File: src/rtl/core_pkg.sv
// Shared vector-core types: lane count, operand/id types and the store beat
// carried from the operand collector to the memory interface.
package core_pkg;

  localparam int NrLane   = 4;
  localparam int VrfDataW = 64;
  localparam int InsnIdW  = 4;

  typedef logic [VrfDataW-1:0] vrf_data_t;
  typedef logic [InsnIdW-1:0]  insn_id_t;

  // One wide memory beat: lane l occupies data[l].
  typedef struct packed {
    vrf_data_t [NrLane-1:0] data;
    logic                   last;
  } store_beat_t;

  typedef enum logic [1:0] {
    ST_IDLE,
    ST_COLLECT,
    ST_DONE
  } store_state_e;

endpackage

File: src/rtl/store_op_collector_beat_fifo.sv
// Small beat FIFO with synchronous active-high reset.
// STORE_COLLECT_FALLTHROUGH_EN makes an empty FIFO pass its input straight through.
module beat_fifo #(
  parameter int  Depth = 2,
  parameter type T     = logic
) (
  input  logic clk_i,
  input  logic rst_i,
  input  logic push_i,
  input  T     data_i,
  output logic full_o,
  input  logic pop_i,
  output T     data_o,
  output logic valid_o
);

  localparam int PtrW = (Depth > 1) ? $clog2(Depth) : 1;
  localparam int CntW = $clog2(Depth + 1);

  T                mem [Depth];
  logic [PtrW-1:0] wr_ptr;
  logic [PtrW-1:0] rd_ptr;
  logic [CntW-1:0] count;
  logic            empty;
  logic            wr_en;
  logic            rd_en;

  assign empty  = (count == '0);
  assign full_o = (count == CntW'(Depth));

`ifdef STORE_COLLECT_FALLTHROUGH_EN
  // A push into an empty FIFO that is popped in the same cycle never lands in storage.
  assign valid_o = !empty || push_i;
  assign data_o  = empty ? data_i : mem[rd_ptr];
  assign wr_en   = push_i && !(empty && pop_i);
  assign rd_en   = pop_i && !empty;
`else
  assign valid_o = !empty;
  assign data_o  = mem[rd_ptr];
  assign wr_en   = push_i;
  assign rd_en   = pop_i;
`endif

  function automatic logic [PtrW-1:0] ptr_incr(input logic [PtrW-1:0] p);
    return (p == PtrW'(Depth - 1)) ? '0 : p + PtrW'(1);
  endfunction

  always_ff @(posedge clk_i) begin
    if (rst_i) begin
      wr_ptr <= '0;
      rd_ptr <= '0;
      count  <= '0;
    end else begin
      if (wr_en) wr_ptr <= ptr_incr(wr_ptr);
      if (rd_en) rd_ptr <= ptr_incr(rd_ptr);
      case ({wr_en, rd_en})
        2'b10:   count <= count + CntW'(1);
        2'b01:   count <= count - CntW'(1);
        default: ;
      endcase
    end
  end

  // NOTE: storage is deliberately not reset; count gates every read, so stale
  // entries are never observed and the array can map onto plain flops or RAM.
  always_ff @(posedge clk_i) begin
    if (wr_en) mem[wr_ptr] <= data_i;
  end

endmodule

File: src/rtl/store_op_collector.sv
// Collects one operand per lane into wide store beats for the memory side.
// STORE_COLLECT_FALLTHROUGH_EN (in beat_fifo) removes one cycle of beat latency.
module store_op_collector
  import core_pkg::*;
#(
  parameter int FifoDepth = 2,
  parameter int BeatCntW  = 16
) (
  input  logic                   clk_i,
  input  logic                   rst_i,
  input  logic                   store_req_valid_i,
  output logic                   store_req_ready_o,
  input  insn_id_t               store_req_id_i,
  input  logic [BeatCntW-1:0]    store_req_beats_i,
  input  logic [NrLane-1:0]      store_op_valid_i,
  output logic [NrLane-1:0]      store_op_ready_o,
  input  vrf_data_t [NrLane-1:0] store_op_i,
  output logic                   mem_data_valid_o,
  input  logic                   mem_data_ready_i,
  output vrf_data_t [NrLane-1:0] mem_data_o,
  output logic                   mem_data_last_o,
  output logic                   store_done_o,
  output insn_id_t               store_done_id_o,
  input  logic                   store_done_gnt_i
);

  store_state_e                     state;
  insn_id_t                         id_q;
  logic [BeatCntW-1:0]              beats_q;
  logic [BeatCntW-1:0]              remaining_q;
  logic [NrLane-1:0][BeatCntW-1:0]  lane_issued_q;
  vrf_data_t [NrLane-1:0]           slot_data_q;
  logic [NrLane-1:0]                slot_full_q;
  logic [NrLane-1:0]                op_fire;
  logic                             in_collect;
  logic                             push;
  logic                             pop;
  logic                             fifo_full;
  logic                             fifo_valid;
  store_beat_t                      push_beat;
  store_beat_t                      head_beat;

  assign in_collect = (state == ST_COLLECT);
  assign pop        = fifo_valid && mem_data_ready_i;
  // A full FIFO always has a valid head, so ready alone tells whether it frees a
  // slot this cycle; this keeps push independent of the fall-through valid path.
  assign push       = in_collect && (&slot_full_q) && (!fifo_full || mem_data_ready_i);

  assign push_beat.data = slot_data_q;
  assign push_beat.last = (remaining_q == BeatCntW'(1));

  always_comb begin
    for (int l = 0; l < NrLane; l++) begin
      store_op_ready_o[l] = in_collect && (!slot_full_q[l] || push)
                            && (lane_issued_q[l] < beats_q);
      op_fire[l]          = store_op_valid_i[l] && store_op_ready_o[l];
    end
  end

  always_ff @(posedge clk_i) begin
    if (rst_i) begin
      slot_full_q   <= '0;
      lane_issued_q <= '0;
    end else if (store_req_valid_i && store_req_ready_o) begin
      lane_issued_q <= '0;
    end else begin
      for (int l = 0; l < NrLane; l++) begin
        // A refill in the push cycle keeps the slot full for the next beat.
        if (op_fire[l]) begin
          slot_full_q[l]   <= 1'b1;
          lane_issued_q[l] <= lane_issued_q[l] + BeatCntW'(1);
        end else if (push) begin
          slot_full_q[l]   <= 1'b0;
        end
      end
    end
  end

  always_ff @(posedge clk_i) begin
    for (int l = 0; l < NrLane; l++) begin
      if (op_fire[l]) slot_data_q[l] <= store_op_i[l];
    end
  end

  always_ff @(posedge clk_i) begin
    if (rst_i) begin
      state       <= ST_IDLE;
      id_q        <= '0;
      beats_q     <= '0;
      remaining_q <= '0;
    end else begin
      case (state)
        ST_IDLE: begin
          if (store_req_valid_i) begin
            id_q        <= store_req_id_i;
            beats_q     <= store_req_beats_i;
            remaining_q <= store_req_beats_i;
            state       <= (store_req_beats_i == '0) ? ST_DONE : ST_COLLECT;
          end
        end
        ST_COLLECT: begin
          if (push) remaining_q <= remaining_q - BeatCntW'(1);
          if (pop && head_beat.last) state <= ST_DONE;
        end
        ST_DONE: begin
          if (store_done_gnt_i) state <= ST_IDLE;
        end
        default: state <= ST_IDLE;
      endcase
    end
  end

  beat_fifo #(
    .Depth (FifoDepth),
    .T     (store_beat_t)
  ) i_beat_fifo (
    .clk_i   (clk_i),
    .rst_i   (rst_i),
    .push_i  (push),
    .data_i  (push_beat),
    .full_o  (fifo_full),
    .pop_i   (pop),
    .data_o  (head_beat),
    .valid_o (fifo_valid)
  );

  assign store_req_ready_o = (state == ST_IDLE);
  assign mem_data_valid_o  = fifo_valid;
  assign mem_data_o        = fifo_valid ? head_beat.data : '0;
  assign mem_data_last_o   = fifo_valid && head_beat.last;
  assign store_done_o      = (state == ST_DONE);
  assign store_done_id_o   = id_q;

endmodule

File: config.mk
export PLATFORM = sky130hd
export DESIGN_NAME = store_op_collector
export DESIGN_NICKNAME = d
export VERILOG_FILES = /design/src/rtl/core_pkg.sv /design/src/rtl/store_op_collector_beat_fifo.sv /design/src/rtl/store_op_collector.sv
export SDC_FILE = /design/constraint.sdc
export NUM_CORES = 1
export LEC_CHECK = 0
export CORE_MARGIN = 3
export CORE_UTILIZATION = 53
export DETAILED_ROUTE_END_ITERATION = 7
export PLACE_DENSITY = 0.88
export SLEW_MARGIN = 15
export SYNTH_ARGS = -nofsm -noshare
export SYNTH_HDL_FRONTEND = slang
export SYNTH_SLANG_ARGS = --single-unit
export TNS_END_PERCENT = 10
File: constraint.sdc
create_clock -name clk_i -period 20.2 [get_ports clk_i]
set_clock_uncertainty 0.1 [all_clocks]
set_input_delay 3.03 -clock clk_i [delete_from_list [all_inputs] [get_ports clk_i]]
set_output_delay 3.03 -clock clk_i [all_outputs]
set_load 0.02 [all_outputs]
==> impl_metrics.json, run 1 <==
{
  "wirelength_mm": 89.3,
  "drc_errors": 0,
  "finalSetupTns_ns": 0,
  "slowest_stage": "clkdlybuf4s50_1",
  "rows": 91,
  "viasPerCell": 5.74,
  "crit_chain": "clkdlybuf4s50_1, or3b_1, a41oi_1, a211oi_1, o21ai_1, buf_4, inv_2, clkdlybuf4s50_1",
  "synthSimpleGateAreaFrac": 0.0790,
  "slowest_delay_ns": 0.63,
  "firstDrtPassIters": 6,
  "reg2reg_depth": 6,
  "grt_max_degree": 87,
  "hpwlAfterDp_mm": 57.7,
  "hold_viol_final": 0,
  "synth_compound_area_frac": 0.0456,
  "cts_tree": "done",
  "seq_area_um2": 25300,
  "async_flop_share": 0,
  "numCtsBuffers": 86,
  "ys_types": 58,
  "area_growth_pct": 27.5,
  "hp-start": "push_beat[232]$_DFFE_PP_",
  "clk_latency_ns": 0.63,
  "ir_worst_vdd_mv": 0.0696,
  "synth_top_family_by_area": "multiplexers",
  "postLayoutCellArea_um2": 43000,
  "whs_path_depth": 0,
  "clockBufferDepth": 3,
  "slew_headroom": 0.259,
  "drv_slew": 0,
  "p_leak_nw": 13.8,
  "routed-wl-met3_mm": 6.45,
  "grt_pass1_vias": 21533,
  "dpl_cell_area_um2": 40100,
  "synth_top_cell_area_share": 0.686,
  "routed-via-count": 21175,
  "die_width_um": 258,
  "ys.flop_type": "edfxtp_1",
  "timing.critical_path.mode_cell": "clkdlybuf4s50_1",
  "grt_overflow": 0,
  "syn_nets": 2553,
  "required_ns": 17.07,
  "hold_class": "register to register",
  "synthesis.area_um2": 33700,
  "holdPathEnd": "i_beat_fifo.mem[1][232]$_DFFE_PP_",
  "clk_pin_slew_worst_paths_ns": 0.07,
  "holdWs_ns": 0.326,
  "post_drt_wl_per_cell_um": 24.2,
  "cts_setup_buffers": 0,
  "place_congestion": 0.911,
  "yosysWarnings": 0,
  "grt_pass1_wl_mm": 131,
  "synth.avg_cell_area_um2": 15.3,
  "multi_input_area_um2": 7850,
  "setup_violations": 0,
  "rsz0062_at_grt": "false",
  "met1_length_mm": 32.0,
  "run_status": "complete, no violations",
  "drtIter0Drc": 1939,
  "die_h_um": 258,
  "synth-adder-area-share": 0.0249,
  "postRouteAntennaNets": 0,
  "drv_cap": 0,
  "initial_core_util": 0.541,
  "top_layer": "met5",
  "fin_crit_sh": 0.425,
  "synthXorXnorAreaFrac": 0.00208,
  "worst_ep_arrival_time_ns": 5.45,
  "antenna_found_initial": 23,
  "synthMuxAreaShare": 0.0802,
  "worstSetupPathType": "input pin to primary output",
  "boundaryPins": 553,
  "synth_area_leaders": "edfxtp_1, mux2i_1, dfxtp_1",
  "path_max_fanout": 19,
  "startpoint_type": "input pin",
  "synthesis.instances": 2201,
  "max_freq_ghz": 0.117,
  "h-tree-depth": 3,
  "yosysTopAreaCell": "edfxtp_1",
  "worstReg2RegStart": "state[0]$_SDFFE_PP0P_",
  "worst-r2r-setup-slack_ns": 15.85,
  "cts_hold_buf": 0,
  "synth-seq-cells": 881,
  "drive_gt1_frac": 0.0600,
  "core-area_um2": 62300,
  "fillCellCount": 3820,
  "dieArea_um2": 66600,
  "postCtsResizedCells": 0,
  "cts-root-buf": "clkbuf_16",
  "synth_enable_flop_cells": 770,
  "reg2reg_to": "i_beat_fifo.mem[0][203]$_DFFE_PP_",
  "end_kind": "primary output",
  "finalCriticalPeriod_ns": 8.58,
  "cts_sinks": 881,
  "power_density_nw_per_um2": 88.5,
  "grt_usage": 0.261,
  "io_buffer_count": 552,
  "finish.utilization": 0.690,
  "num-nets-final": 3121,
  "tightest_slew_ns": 1.11,
  "ys_seq_area_frac": 0.752,
  "wl_met2_mm": 46.5
}
## worst max path at each step
stage,startpoint,to,cells after the start
after floorplan,mem_data_ready_i,i_beat_fifo.mem[0][0]$_DFFE_PP_,4
after global placement,mem_data_ready_i,store_op_ready_o[2],8
after detailed placement,mem_data_ready_i,store_op_ready_o[2],8
after CTS,mem_data_ready_i,store_op_ready_o[2],8
after global routing,mem_data_ready_i,store_op_ready_o[2],8
final,mem_data_ready_i,store_op_ready_o[2],8
## worst max-delay path, delay by kind of cell
kind	cells	cell delay (ns)
AOI/OAI and AO/OA	3	0.73
and+or+nand+nor	1	0.21
buffers and inverters	4	1.49
## power breakdown
part	switching, mW	internal, mW
registers	0.0209	2.02
clock network	0.678	0.906
logic	0.0981	0.0815
total	0.797	3.00
## flip-flops by register name, summed over array words and instances (netlist names), named ones only
signal,flops
i_beat_fifo.count,2
store_done_id_o,4
i_beat_fifo.wr_ptr,1
i_beat_fifo.mem,514
slot_full_q,4
beats_q,16
state,2
i_beat_fifo.rd_ptr,1
remaining_q,16
lane_issued_q,64
push_beat,256
## per-layer routing
| layer | up-vias | GRT usage |
|---|---|---|
| met3 | 241 | 0.0488 |
| met2 | 993 | 0.463 |
| met4 | 8 | 0.120 |
| met5 | - | 0 |
| met1 | 10478 | 0.310 |
| li1 | 9455 | - |
## cells in the mapped netlist (all sizes together) (28+ instances only)
library cell,count
edfxtp,770
nor2,308
mux2i,270
nand2,112
dfxtp,111
a21oi,108
clkbuf,72
ha,67
inv,40
o21ai,39
nand3,34
buf,29
o31ai,28
## layout by cell type, fill, tap and decap left out, types with 5 or more instances in the layout
master,instances
ha_1,67
nand3_1,34
clkinv_2,17
clkdlybuf4s50_1,551
dfxtp_1,110
nand2_1,112
nor3_1,8
and4_1,14
clkinvlp_4,5
mux2i_1,270
clkbuf_16,86
edfxtp_1,770
nand4_1,21
nor2_1,304
or4_1,25
diode_2,20
o21ai_1,17
a22oi_1,5
o21ai_0,22
o31ai_1,28
a21o_1,9
or3_1,23
and2_1,5
and3_1,15
nor4_1,9
a2111o_1,9
inv_1,36
clkinv_1,11
a21oi_1,108
bufinv_16,8
a211oi_1,12
clkbuf_1,14
buf_4,28
## per-stage QoR
step | worst slack, ns | total power, mW | instances
after floorplan | 5.04 | 2.15 | 2201
after global placement | 11.73 | 2.24 | 3517
after detailed placement | 11.71 | 2.25 | 3518
after CTS | 11.63 | 3.82 | 3671
after global routing | 11.47 | 3.91 | 3690
final | 11.62 | 3.80 | 3691
## cell families (layout without fill, tap and decap cells)
family | count (synthesis) | count (layout)
AO/OA/AOI/OAI | 245 | 245
XOR/XNOR | 8 | 8
adder cells (fa/ha/maj) | 67 | 67
buffers and inverters | 141 | 774
flip-flops | 881 | 881
multiplexers | 270 | 270
other | 0 | 20
AND/OR/NAND/NOR | 589 | 589
## layout make-up
type | count | share of cell area
multi-input cells | 1179 | 0.183
repair buffers | 581 | 0.134
clock inverters | 49 | 0.0120
clock buffers | 104 | 0.0526
flip-flops and latches | 881 | 0.590
inverters | 40 | 0.00349
diodes | 20 | 0.00116
well taps | 837 | 0.0244
Power figures use the tool's default switching activity.
==> run 2: changes to the inputs <==
- CORE_UTILIZATION: 53 -> 48
- PLACE_DENSITY: 0.88 -> 0.85
- clock period: 20.2 -> 7.3 ns (I/O delays scaled with it)
==> impl_metrics.json, run 2 (synthesized netlist as in run 1, its figures left out) <==
{
  "grt_pass1_wl_mm": 126,
  "max_freq_ghz": 0.213,
  "end_kind": "primary output",
  "die_h_um": 271,
  "layout_commonest_cell": "edfxtp_1",
  "place_congestion": 0.878,
  "routed-via-count": 20971,
  "num-nets-final": 3117,
  "p_leak_nw": 13.8,
  "grt-busiest-layer": "met2",
  "grt_usage": 0.223,
  "finalPower_mw": 10.6,
  "postCtsResizedCells": 0,
  "finalSetupTns_ns": 0,
  "power_frac_comb": 0.047,
  "run_status": "complete, no violations",
  "drc_errors": 0,
  "placed_cells": 3606,
  "final_cell_mix": "edfxtp_1, clkdlybuf4s50_1, nor2_1, mux2i_1, nand2_1",
  "drtIter0Drc": 1995,
  "clk_pin_slew_worst_paths_ns": 0.06,
  "finish.utilization": 0.626,
  "grt_max_degree": 142,
  "cts_tree": "done",
  "antenna_found_initial": 21,
  "worst_ep_arrival_time_ns": 3.49,
  "ir_worst_vdd_mv": 0.198,
  "clockBufferDepth": 3,
  "hold_viol_final": 0,
  "worstSetupPathType": "register to primary output",
  "tightest_slew_ns": 1.15,
  "grt_overflow": 0,
  "h-tree-depth": 3,
  "numCtsBuffers": 87,
  "cts_setup_buffers": 0,
  "setup_slack_ns": 2.61,
  "initial_core_util": 0.488,
  "hp-start": "push_beat[91]$_DFFE_PP_",
  "regMostFlops": "i_beat_fifo.mem",
  "p_sw_mw": 2.21,
  "required_ns": 6.11,
  "rows": 96,
  "post_drt_wl_per_cell_um": 22.4,
  "drv_cap": 0,
  "io_buffer_count": 552,
  "rsz0062_at_grt": "false",
  "fin_crit_sh": 0.642,
  "hold_class": "register to register",
  "core-area_um2": 69100,
  "dieArea_um2": 73400,
  "power_density_nw_per_um2": 244,
  "die_width_um": 271,
  "finalCriticalPeriod_ns": 4.69,
  "place_ws_ns": 2.46,
  "grt_pass1_vias": 21108,
  "worstReg2RegStart": "state[0]$_SDFFE_PP0P_",
  "boundaryPins": 553,
  "cts_sinks": 881,
  "startpoint": "i_beat_fifo.count[0]$_SDFFE_PP0P_",
  "largest_reg_flops": 514,
  "cts-root-buf": "clkbuf_16",
  "startpoint_type": "register",
  "clk_latency_ns": 0.64,
  "power_switching_share": 0.209,
  "p_int_mw": 8.35,
  "cts_hold_buf": 0,
  "firstDrtPassIters": 6,
  "wirelength_mm": 84.9,
  "path_max_fanout": 82,
  "setup_violations": 0,
  "viasPerCell": 5.54,
  "drive_gt1_frac": 0.0551,
  "p_seq_frac": 0.534,
  "drv_slew": 0,
  "fin_cells": 3786,
  "grt_use_met2": 0.392,
  "grt.met3_usage": 0.0390,
  "hpwlAfterDp_mm": 55.7,
  "area_growth_pct": 28.3,
  "grt_use_met1": 0.266,
  "slew_headroom": 0.233,
  "postRouteAntennaNets": 0,
  "clock_power_share": 0.419
}
run 2: cell count changes in the layout (fill, tap and decap cells not counted), moves of 3 or more:
cell | previous run | this run
buf_4 | 28 | 16
diode_2 | 20 | 23
clkinv_2 | 17 | 11
clkinv_1 | 11 | 16
clkbuf_1 | 14 | 21
buf_12 | 1 | 8
clkinv_16 | 0 | 4
run 2: metrics by stage:
stage                     hold slack [ns]  area [um^2]
after CTS                           0.321        43100
after detailed placement            0.329        40300
after global routing                0.336        43200
after floorplan                     0.321        33700
after global placement              0.322        40300
final                               0.322        43200
run 2: layer usage:
| layer | vias up | share of wire |
|---|---|---|
| li1 | 9448 | - |
| met1 | 10375 | 0.37 |
| met2 | 939 | 0.52 |
| met3 | 209 | 0.068 |
| met4 | 0 | 0.043 |
| met5 | - | 0 |
run 2: final cells by class:
type / count / area, um^2
multi-input combinational: 1179 / 7850
inverter: 40 / 150
clock inverter: 45 / 536
clock buffer: 111 / 2310
fill: 4741 / 25900
antenna: 23 / 57.6
sequential: 881 / 25300
tap: 931 / 1160
timing repair buffer: 576 / 5800
run 2: path summary, 6_finish.rpt:
kind         slack [ns]                               end  cells past startpoint
max reg2reg        3.02           push_beat[64]$_DFFE_PP_                      6
max                2.61                    mem_data_o[90]                      4
min reg2reg        0.32  i_beat_fifo.mem[1][91]$_DFFE_PP_                      0
min                0.32  i_beat_fifo.mem[1][91]$_DFFE_PP_                      0
run 2: critical path: stages (launching register included):
cell and delay, ns:
dfxtp_1 0.37, nor2_4 0.81, buf_4 0.76, nor2_1 0.18, clkdlybuf4s50_1 0.62
run 2: power groups by stage:
stage / clock (mW) / combinational (mW) / sequential (mW)
after floorplan: 0 / 0.227 / 5.72
after global placement: 0 / 0.471 / 5.73
after detailed placement: 0 / 0.488 / 5.74
after CTS: 4.50 / 0.492 / 5.64
after global routing: 4.70 / 0.536 / 5.64
final: 4.42 / 0.498 / 5.64
==> run 3: changes to the inputs <==
- clock period: 7.3 -> 3.9 ns (I/O delays scaled with it)
==> impl_metrics.json, run 3 (synthesized netlist as in run 1, its figures left out) <==
{
  "run_status": "complete, no violations",
  "clockBufferDepth": 3,
  "cts_tree": "done",
  "grt_overflow": 0,
  "cts_sinks": 881,
  "worstSetupPathType": "register to primary output",
  "final_cell_mix": "edfxtp_1, clkdlybuf4s50_1, nor2_1, mux2i_1, nand2_1",
  "numCtsBuffers": 88,
  "path_max_fanout": 4,
  "power_density_nw_per_um2": 454,
  "grt_pass1_vias": 21695,
  "end_kind": "primary output",
  "finish.utilization": 0.631,
  "worst_ep_arrival_time_ns": 3.03,
  "largest_reg_flops": 514,
  "h-tree-depth": 3,
  "grt_pass1_wl_mm": 130,
  "boundaryPins": 553,
  "area_growth_pct": 29.3,
  "wirelength_mm": 86.8,
  "startpoint_type": "register",
  "fin_crit_sh": 0.952,
  "ir_worst_vdd_mv": 0.460,
  "drtIter0Drc": 1900,
  "drive_gt1_frac": 0.0681,
  "clk_pin_slew_worst_paths_ns": 0.06,
  "grt_max_degree": 113,
  "rsz0062_at_grt": "false",
  "cts-root-buf": "clkbuf_16",
  "grt_usage": 0.231,
  "drc_errors": 0,
  "tightest_slew_ns": 0.982,
  "die_width_um": 271,
  "die_h_um": 271,
  "antenna_found_initial": 19,
  "regMostFlops": "i_beat_fifo.mem",
  "firstDrtPassIters": 5,
  "hpwlAfterDp_mm": 59.5,
  "cts_hold_buf": 0,
  "viasPerCell": 5.56,
  "core-area_um2": 69100,
  "rows": 96,
  "postRouteAntennaNets": 0,
  "hold_viol_final": 0,
  "num-nets-final": 3145,
  "clk_latency_ns": 0.62,
  "place_congestion": 0.868,
  "setup_violations": 0,
  "max_freq_ghz": 0.269,
  "dieArea_um2": 73400,
  "drv_cap": 0,
  "required_ns": 3.21,
  "initial_core_util": 0.488,
  "finalSetupTns_ns": 0,
  "finalCriticalPeriod_ns": 3.71,
  "drv_slew": 0,
  "p_leak_nw": 14.1,
  "layout_commonest_cell": "edfxtp_1",
  "slew_headroom": 0.345,
  "io_buffer_count": 552,
  "post_drt_wl_per_cell_um": 22.8,
  "hold_class": "input pin to register",
  "routed-via-count": 21184
}
run 3: cell types whose count changed in the layout (fill, tap and decap cells not counted), moves of 4 or more:
cell,before,now
buf_4,16,34
buf_12,8,17
diode_2,23,16
clkinv_2,11,15
run 3: final cells by class:
type | count | area [um^2]
Antenna cell | 16 | 40.0
Clock inverter | 52 | 539
Inverter | 40 | 150
Timing Repair Buffer | 603 | 6120
Sequential cell | 881 | 25300
Tap cell | 931 | 1160
Multi-Input combinational cell | 1179 | 7890
Clock buffer | 110 | 2310
Fill cell | 4709 | 25500
run 3: power breakdown:
| group | switching [mW] | leakage, nW | total, mW | internal, mW |
|---|---|---|---|---|
| sequential | 0.109 | 7.85 | 10.5 | 10.4 |
| clock | 3.55 | 1.39 | 8.28 | 4.73 |
| combinational | 0.515 | 4.82 | 0.962 | 0.447 |
run 3: path summary, 6_finish.rpt:
path                             from                          endpoint  slack [ns]  depth (start not counted)
max           beats_q[1]$_SDFFE_PP0P_               store_op_ready_o[3]        0.19                          6
min                             rst_i   i_beat_fifo.wr_ptr$_SDFFE_PP0N_        0.19                          2
max reg2reg  beats_q[13]$_SDFFE_PP0P_           push_beat[96]$_DFFE_PP_        0.66                         10
min reg2reg   push_beat[40]$_DFFE_PP_  i_beat_fifo.mem[1][40]$_DFFE_PP_        0.33                          0
run 3: critical path, cell delays in order, from the launching register on:
cell and delay (ns):
dfxtp_1 0.31, inv_1 0.23, ha_1 0.29, a2111o_1 0.37, a32oi_1 0.33, and3_1 0.26, clkdlybuf4s50_1 0.63
run 3: timing repair:
item                       in CTS  in global routing
pin swaps                       0                  0
gates resized for setup         1                  4
setup endpoints to repair       1                  4
setup buffers                   0                  0
hold endpoints to repair        0                  0
gates cloned                    0                  0
run 3: layer usage:
metal | GRT usage | part of all wire | wire length (um)
met1 | 0.272 | 0.36 | 31500
met2 | 0.413 | 0.52 | 45500
met3 | 0.0448 | 0.071 | 6170
met4 | 0.0981 | 0.042 | 3640
met5 | 0 | 0.00047 | 41
run 3: per-stage QoR:
| stage | instance area [um^2] | hold WS [ns] | power [mW] | instances | worst slack (ns) |
|---|---|---|---|---|---|
| 2_1_floorplan | 33700 | 0.321 | 11.1 | 2201 | -1.40 |
| 3_3_place_gp | 40600 | 0.322 | 11.6 | 3634 | 0.303 |
| 3_5_place_dp | 40600 | 0.330 | 11.7 | 3634 | 0.219 |
| 4_1_cts | 43500 | 0.136 | 19.9 | 3796 | 0.0127 |
| 5_1_grt | 43600 | 0.174 | 20.4 | 3809 | 0.0592 |
| 6_report | 43600 | 0.193 | 19.8 | 3812 | 0.188 |
